$ cat config.mk
export PLATFORM = sky130hd
export DESIGN_NAME = vga_timing_gen
export DESIGN_NICKNAME = d
export VERILOG_FILES = /design/src/rtl/vga_timing_gen.sv
export SDC_FILE = /design/constraint.sdc
export NUM_CORES = 1
export LEC_CHECK = 0
export BUFFER_PORTS_ARGS = -buffer_cell sky130_fd_sc_hd__buf_2
export CAP_MARGIN = 10
export CORE_MARGIN = 1
export CORE_UTILIZATION = 30
export CTS_BUF_LIST = sky130_fd_sc_hd__clkbuf_8
export DETAILED_ROUTE_END_ITERATION = 7
export MAX_ROUTING_LAYER = met4
export PLACE_DENSITY_LB_ADDON = 0.08
export SLEW_MARGIN = 10
export SYNTH_ARGS = -nofsm -noshare
export SYNTH_HDL_FRONTEND = slang
export SYNTH_SLANG_ARGS = --single-unit
$ cat constraint.sdc
create_clock -name clk -period 2.09 [get_ports clk]
set_input_delay 0.1045 -clock clk [delete_from_list [all_inputs] [get_ports clk]]
set_output_delay 0.1045 -clock clk [all_outputs]
set_load 0.01 [all_outputs]
$ cat src/rtl/vga_timing_gen.sv
`default_nettype none
// ============================================================================
// Module   : vga_timing_gen
// Purpose  : VGA raster timing generator with a hex readout decoder.
//            Divides clk down to a pixel strobe, walks the (h,v) raster in
//            active / front porch / sync / back porch order, and emits sync,
//            blanking and per-pixel "readout cell" decode for a row of glyph
//            cells showing "0x" followed by NUM_DIGITS hex nibbles of value.
// Ports    : clk          system clock
//            rst          asynchronous, active-low reset
//            value        number shown in the readout (4*NUM_DIGITS bits)
//            vga_clk      50% duty pixel clock
//            pix_en       one-clk strobe per pixel period
//            hsync/vsync  active-low syncs
//            bright       active-area flag (vga_blank_n is the same value)
//            hcount/vcount pixel coordinates aligned with the decode outputs
//            frame_start  one-clk pulse on the first clk of pixel (0,0)
//            main, gbval  inside-cell flag and glyph code of that cell
//            x_start/x_end/y_start/y_end  current cell bounds (end exclusive)
//            rgb_color    cell colour
// Options  : define VGA_FRAME_LATCH_EN to sample value once per frame (at
//            frame_start) so the readout never tears mid-frame.
// Revision : 1.0  initial release
// ============================================================================
module vga_timing_gen #(
  parameter int          H_ACTIVE   = 640,
  parameter int          H_FP       = 16,
  parameter int          H_SYNC     = 96,
  parameter int          H_BP       = 48,
  parameter int          V_ACTIVE   = 480,
  parameter int          V_FP       = 10,
  parameter int          V_SYNC     = 2,
  parameter int          V_BP       = 33,
  parameter int          CLK_DIV    = 2,
  parameter int          MAIN_X     = 272,
  parameter int          MAIN_Y     = 175,
  parameter int          GLYPH_W    = 64,
  parameter int          GLYPH_H    = 64,
  parameter int          NUM_DIGITS = 2,
  parameter logic [23:0] TEXT_COLOR = 24'h343a40
) (
  input  logic                      clk,
  input  logic                      rst,
  input  logic [4*NUM_DIGITS-1:0]   value,
  output logic                      vga_clk,
  output logic                      pix_en,
  output logic                      hsync,
  output logic                      vsync,
  output logic                      bright,
  output logic                      vga_blank_n,
  output logic [9:0]                hcount,
  output logic [9:0]                vcount,
  output logic                      frame_start,
  output logic                      main,
  output logic [4:0]                gbval,
  output logic [9:0]                x_start,
  output logic [9:0]                x_end,
  output logic [9:0]                y_start,
  output logic [9:0]                y_end,
  output logic [23:0]               rgb_color
);

  localparam int                 c_div_w    = (CLK_DIV > 2) ? $clog2(CLK_DIV) : 1;
  localparam logic [c_div_w-1:0] c_div_last = c_div_w'(CLK_DIV - 1);
  localparam logic [c_div_w-1:0] c_div_half = c_div_w'(CLK_DIV / 2);

  localparam int         c_h_total  = H_ACTIVE + H_FP + H_SYNC + H_BP;
  localparam int         c_v_total  = V_ACTIVE + V_FP + V_SYNC + V_BP;
  localparam logic [9:0] c_h_last   = 10'(c_h_total - 1);
  localparam logic [9:0] c_v_last   = 10'(c_v_total - 1);
  localparam logic [9:0] c_h_act    = 10'(H_ACTIVE);
  localparam logic [9:0] c_v_act    = 10'(V_ACTIVE);
  localparam logic [9:0] c_hs_beg   = 10'(H_ACTIVE + H_FP);
  localparam logic [9:0] c_hs_end   = 10'(H_ACTIVE + H_FP + H_SYNC);
  localparam logic [9:0] c_vs_beg   = 10'(V_ACTIVE + V_FP);
  localparam logic [9:0] c_vs_end   = 10'(V_ACTIVE + V_FP + V_SYNC);
  localparam logic [9:0] c_y_beg    = 10'(MAIN_Y);
  localparam logic [9:0] c_y_end    = 10'(MAIN_Y + GLYPH_H);
  localparam int         c_cells    = NUM_DIGITS + 2;

  // --------------------------------------------------------------------------
  // Pixel-rate divider
  // --------------------------------------------------------------------------
  logic [c_div_w-1:0] r_div_cnt;
  logic [c_div_w-1:0] w_div_nxt;
  logic               r_vga_clk;

  assign w_div_nxt = (r_div_cnt == c_div_last) ? '0 : r_div_cnt + 1'b1;

  // The strobe is a decode of the registered counter, so it is high for
  // exactly the clk in which the counter sits at its last value.
  assign pix_en  = (r_div_cnt == c_div_last);
  assign vga_clk = r_vga_clk;

  // vga_clk is registered from the next counter value so that it always
  // equals (div_cnt >= CLK_DIV/2) for the current counter value.
  always_ff @(posedge clk or negedge rst) begin
    if (!rst) begin
      r_div_cnt <= '0;
      r_vga_clk <= 1'b0;
    end else begin
      r_div_cnt <= w_div_nxt;
      r_vga_clk <= (w_div_nxt >= c_div_half);
    end
  end

  // --------------------------------------------------------------------------
  // Raster position
  // --------------------------------------------------------------------------
  logic [9:0] r_h;
  logic [9:0] r_v;

  always_ff @(posedge clk or negedge rst) begin
    if (!rst) begin
      r_h <= '0;
      r_v <= '0;
    end else if (pix_en) begin
      if (r_h == c_h_last) begin
        r_h <= '0;
        r_v <= (r_v == c_v_last) ? 10'd0 : r_v + 10'd1;
      end else begin
        r_h <= r_h + 10'd1;
      end
    end
  end

  // r_new_pix is high in the first clk after (h,v) moved; it comes out of
  // reset set so the first clk after release counts as entering (0,0).
  logic r_new_pix;
  logic w_fs_nxt;

  always_ff @(posedge clk or negedge rst) begin
    if (!rst) r_new_pix <= 1'b1;
    else      r_new_pix <= pix_en;
  end

  assign w_fs_nxt = (r_h == 10'd0) && (r_v == 10'd0) && r_new_pix;

  // --------------------------------------------------------------------------
  // Source of the displayed number
  // --------------------------------------------------------------------------
  logic [4*NUM_DIGITS-1:0] w_val;

`ifdef VGA_FRAME_LATCH_EN
  logic [4*NUM_DIGITS-1:0] r_val_q;

  // Sampled on the same edge that raises frame_start; held for the frame.
  always_ff @(posedge clk or negedge rst) begin
    if (!rst)          r_val_q <= '0;
    else if (w_fs_nxt) r_val_q <= value;
  end

  assign w_val = r_val_q;
`else
  assign w_val = value;
`endif

  // --------------------------------------------------------------------------
  // Glyph code per cell: "0", "x", then nibbles MS-first
  // --------------------------------------------------------------------------
  logic [4:0] w_cell_gb [c_cells];

  generate
    for (genvar k = 0; k < c_cells; k++) begin : g_cell
      if (k == 0) begin : g_zero
        assign w_cell_gb[k] = 5'h00;
      end else if (k == 1) begin : g_x
        assign w_cell_gb[k] = 5'h11;
      end else begin : g_digit
        assign w_cell_gb[k] = {1'b0, w_val[4*(NUM_DIGITS-1-(k-2)) +: 4]};
      end
    end
  endgenerate

  // --------------------------------------------------------------------------
  // Combinational decode of the current (h,v)
  // --------------------------------------------------------------------------
  logic       w_bright;
  logic       w_hsync;
  logic       w_vsync;
  logic       w_in_rows;
  logic       w_main;
  logic [4:0] w_gb;
  logic [9:0] w_xs;
  logic [9:0] w_xe;
  logic [9:0] w_ys;
  logic [9:0] w_ye;

  assign w_bright  = (r_h < c_h_act) && (r_v < c_v_act);
  assign w_hsync   = !((r_h >= c_hs_beg) && (r_h < c_hs_end));
  assign w_vsync   = !((r_v >= c_vs_beg) && (r_v < c_vs_end));
  assign w_in_rows = w_bright && (r_v >= c_y_beg) && (r_v < c_y_end);

  always_comb begin
    w_main = 1'b0;
    w_gb   = 5'h00;
    w_xs   = '0;
    w_xe   = '0;
    w_ys   = '0;
    w_ye   = '0;
    if (w_in_rows) begin
      // Cells are disjoint, so at most one of these matches.
      for (int k = 0; k < c_cells; k++) begin
        if ((r_h >= 10'(MAIN_X + k*GLYPH_W)) &&
            (r_h <  10'(MAIN_X + (k+1)*GLYPH_W))) begin
          w_main = 1'b1;
          w_gb   = w_cell_gb[k];
          w_xs   = 10'(MAIN_X + k*GLYPH_W);
          w_xe   = 10'(MAIN_X + (k+1)*GLYPH_W);
          w_ys   = c_y_beg;
          w_ye   = c_y_end;
        end
      end
    end
  end

  // --------------------------------------------------------------------------
  // Output registers: one clk behind (h,v), all mutually aligned
  // --------------------------------------------------------------------------
  logic        r_hsync;
  logic        r_vsync;
  logic        r_bright;
  logic [9:0]  r_hcount;
  logic [9:0]  r_vcount;
  logic        r_frame_start;
  logic        r_main;
  logic [4:0]  r_gbval;
  logic [9:0]  r_xs;
  logic [9:0]  r_xe;
  logic [9:0]  r_ys;
  logic [9:0]  r_ye;
  logic [23:0] r_rgb;

  always_ff @(posedge clk or negedge rst) begin
    if (!rst) begin
      r_hsync       <= 1'b1;
      r_vsync       <= 1'b1;
      r_bright      <= 1'b0;
      r_hcount      <= '0;
      r_vcount      <= '0;
      r_frame_start <= 1'b0;
      r_main        <= 1'b0;
      r_gbval       <= '0;
      r_xs          <= '0;
      r_xe          <= '0;
      r_ys          <= '0;
      r_ye          <= '0;
      r_rgb         <= '0;
    end else begin
      r_hsync       <= w_hsync;
      r_vsync       <= w_vsync;
      r_bright      <= w_bright;
      r_hcount      <= r_h;
      r_vcount      <= r_v;
      r_frame_start <= w_fs_nxt;
      r_main        <= w_main;
      r_gbval       <= w_gb;
      r_xs          <= w_xs;
      r_xe          <= w_xe;
      r_ys          <= w_ys;
      r_ye          <= w_ye;
      r_rgb         <= w_main ? TEXT_COLOR : 24'h000000;
    end
  end

  assign hsync       = r_hsync;
  assign vsync       = r_vsync;
  assign bright      = r_bright;
  assign vga_blank_n = r_bright;
  assign hcount      = r_hcount;
  assign vcount      = r_vcount;
  assign frame_start = r_frame_start;
  assign main        = r_main;
  assign gbval       = r_gbval;
  assign x_start     = r_xs;
  assign x_end       = r_xe;
  assign y_start     = r_ys;
  assign y_end       = r_ye;
  assign rgb_color   = r_rgb;

endmodule
`default_nettype wire

==> qor.csv <==
stage,metric,value,unit
global_route,number of antenna violations at the first check in global routing,0,
synth,most numerous cell in the Yosys netlist,buf_4,
synth,flip-flop and latch count after synthesis,59,
power_and_ir_drop,maximum vdd ir drop,0.316,mV
synth,count of mapped cells out of synthesis,263,
floorplan,initial standard-cell utilization of the core,0.309,
timing,portion of the clock cycle consumed by the worst path in the final layout,0.899,
global_route,met3 Use GR,0.0260,
timing,WHS,25.0,ps
power_and_ir_drop,power share of the sequential group,0.461,
clock_tree,largest buffer count on any clock path,2,
synth,Ys Warns,0,
global_route,largest net degree at the start of global routing,34,
synth,cells taking the most area after synthesis,"dfrtp_1, buf_4, dfstp_2",
layout,Final Instance Area,3300,um^2
floorplan,overall die width,99.4,um
global_route,M2 GR Usage,0.163,
layout,"Net count, final",335,
run_status,outcome,completed,
routing,Vias,1935,
synth,average cell area after synthesis,10.8,um^2
clock_tree,count of H-tree levels built during CTS,3,
synth,part of the Yosys area used for sequential elements,0.520,
synth,synthesized-area fraction occupied by and/or/nand/nor cells,0.166,
floorplan,placement row count,35,
clock_tree,CTS Root Cell,clkbuf_8,
routing,iteration count of the initial detailed-routing pass,4,
clock_tree,Clock Pin Slew Worst Setup and Hold Paths,70,ps
worst_setup_path,critical path capture point type,flip-flop,
synth,Synth async-reset ratio,1.00,
global_route,global-route wire length before repair,9210,um
clock_tree,number of buffers created by CTS,9,
global_route,most congested layer reported by global routing,met1,
routing,number of nets with antenna violations after detailed routing,0,
placement,cell area after placement,3050,um^2
global_route,global-route usage over all layers,0.128,
timing,max-slew violation count,0,
hold_path,worst min-delay path category,primary input to flip-flop,
power_and_ir_drop,switch share,0.204,
floorplan,core box area,9200,um^2
synth,post-synthesis share of cell area spent on xor and xnor gates,0.0339,
timing,hold violation count in the final report,0,
worst_setup_path,arrival time of data at the critical path endpoint,2110,ps
floorplan,vertical die dimension,99.4,um
synth,"arithmetic-cell share of the synthesized area counting full adders, half adders and majority gates",0.0176,
synth,share of Yosys cell area claimed by the top area cell type,0.493,
synth,"Top FF cell, synth",dfrtp_1,
timing,Fin Clk Skew,8.01,ps
timing,highest achievable clock rate,0.532,GHz
worst_setup_path,Required @ worst endpoint,2320,ps
clock_tree,Skew-Pair Late Insertion Delay,330,ps
synth,most frequent cells after synthesis,"buf_4, dfrtp_1, nor2_1",
placement,post-placement setup slack,199,ps
timing,post-route worst setup slack,211,ps
routing,final wirelength,5700,um
power_and_ir_drop,switching power,0.506,mW
global_route,final global-route overflow total,0,
global_route,global-route track usage on met1,0.181,
placement,HPWL Detailed,4080,um
placement,number of port buffers,72,
power_and_ir_drop,Power Dens Cells,749,nW/um^2
routing,mean number of vias per cell,4.43,
timing,final setup violation count,0,
clock_tree,post-CTS setup repair buffer count,0,
floorplan,I/O pin count,107,
run,maximum capacitance violations,0,
synth,multiplexer area fraction after synthesis,0.00396,
layout,P&R area growth vs syn,16.1,%
routing,violation count after the first detailed-routing iteration,85,
power_and_ir_drop,Int Power,1.97,mW
synth,Syn Std Cell Area,2840,um^2
layout,count of antenna diodes in the layout,0,
synth,cell type contributing the most total cell area after synthesis,dfrtp_1,
synth,post-synthesis compound-gate area fraction,0.0704,
timing,Total Negative Setup Slacks,0,ps
synth,largest family of logic cells by synthesized area,buffers and inverters,
synth,"EDFF count, synth",0,
timing,final worst path period need,1880,ps
routing,Routed WL per cell,13.1,um
clock_tree,clock tree from TritonCTS,yes,
worst_setup_path,maximum fanout along the worst path,7,
layout,share of cells above drive strength 1,0.319,
synth,synth unique cells,42,
global_route,via count of the first global-routing pass,1769,
power_and_ir_drop,portion of total power attributed to combinational logic,0.026,
placement,RePlAce Congestion,0.772,
power_and_ir_drop,Leakage,1.73,nW
power_and_ir_drop,clock group share of total power,0.513,
timing,worst slew pin tran,645,ps
floorplan,Die Outline Area,9870,um^2
timing,unrepaired setup endpoints after global routing,no,
timing,Worst slew margin,0.570,
routing,Post-route DRC,0,
clock_tree,sinks on the clock net,59,
worst_setup_path,startpoint kind of the worst setup timing path,flip-flop,
worst_setup_path,classification of the worst setup path,flip-flop to flip-flop,
==> sequential cells by signal, indices dropped and copies added (netlist names) <==
name	count
r_h	10
bright	1
hsync	1
vcount	10
pix_en	1
x_end	5
frame_start	1
rgb_color	1
hcount	10
r_new_pix	1
r_v	10
vsync	1
gbval	5
x_start	2
==> worst paths after layout <==
| path | slack (ps) | cells after the start | startpoint | end |
|---|---|---|---|---|
| worst max-delay path | 210 | 6 | r_h[0]$_DFFE_PN0P_ | r_h[9]$_DFFE_PN0P_ |
| worst min-delay path | 30 | 3 | value[5] | gbval[1]$_DFF_PN0_ |
| worst max register to register | 210 | 6 | r_h[0]$_DFFE_PN0P_ | r_h[9]$_DFFE_PN0P_ |
| worst min register to register | 430 | 0 | r_h[0]$_DFFE_PN0P_ | hcount[0]$_DFF_PN0_ |
| max in group asynchronous | 1090 | 3 | rst | hsync$_DFF_PN1_ |
| min in group asynchronous | 340 | 2 | rst | r_v[7]$_DFFE_PN0P_ |
==> power groups by stage <==
| stage | sequential (mW) | clock (mW) | combinational (mW) |
|---|---|---|---|
| 2_1_floorplan | 1.16 | 0 | 0.0737 |
| 3_3_place_gp | 1.16 | 0 | 0.0639 |
| 3_5_place_dp | 1.16 | 0 | 0.0636 |
| 4_1_cts | 1.14 | 1.31 | 0.0652 |
| 5_1_grt | 1.14 | 1.35 | 0.0739 |
| 6_report | 1.14 | 1.27 | 0.0633 |
==> layout by cell type (no fill, tap or decap), types with 8 or more instances in the layout <==
cell type	n
o21ai_0	9
nand3_1	9
clkbuf_8	10
nand2_1	9
buf_4	9
inv_1	8
dfrtp_1	56
buf_2	72
nand4_1	9
and3_1	9
xnor2_1	9
conb_1	34
nor2_1	15
==> through the flow <==
step / std cells / total power [mW] / util
3_5_place_dp: 420 / 1.23 / 0.332
3_3_place_gp: 420 / 1.23 / 0.332
6_report: 437 / 2.48 / 0.359
5_1_grt: 437 / 2.57 / 0.359
2_1_floorplan: 296 / 1.24 / -
4_1_cts: 437 / 2.51 / 0.359
==> per-layer routing <==
layer  routed length, um  vias to the layer above
met4                 119                        0
met3                 314                       10
met2                2340                       86
met1                2930                      907
met5                   0                        -
li1                    -                      932
==> cell type report <==
cell class	instances	area, um^2
tap	111	139
multi-input combinational	161	958
fill	919	5890
clock inverter	6	104
inverter	7	26.3
sequential	59	1480
timing repair buffer	83	458
clock buffer	10	138
==> critical path: stages (launching register included) <==
cell and delay, ps:
dfrtp_1 380, ha_1 230, nor4b_4 300, and4_1 440, buf_4 210, nor2_1 50
a21o_1 170
==> what timing repair did <==
| action | in CTS | in global routing |
|---|---|---|
| hold buffers | 1 | 0 |
| hold endpoints to repair | 25 | 0 |
| resized for setup | 0 | 1 |
| setup endpoints to repair | 0 | 1 |
==> cells by family (layout without fill, tap and decap cells) <==
group,Yosys count,count (layout)
adder cells (fa/ha/maj),4,4
multiplexers,1,1
XOR/XNOR,11,11
AO/OA/AOI/OAI,30,30
AND/OR/NAND/NOR,81,81
buffers and inverters,76,106
flip-flops,59,59
other,1,34
(Power assumes the default switching activity.)
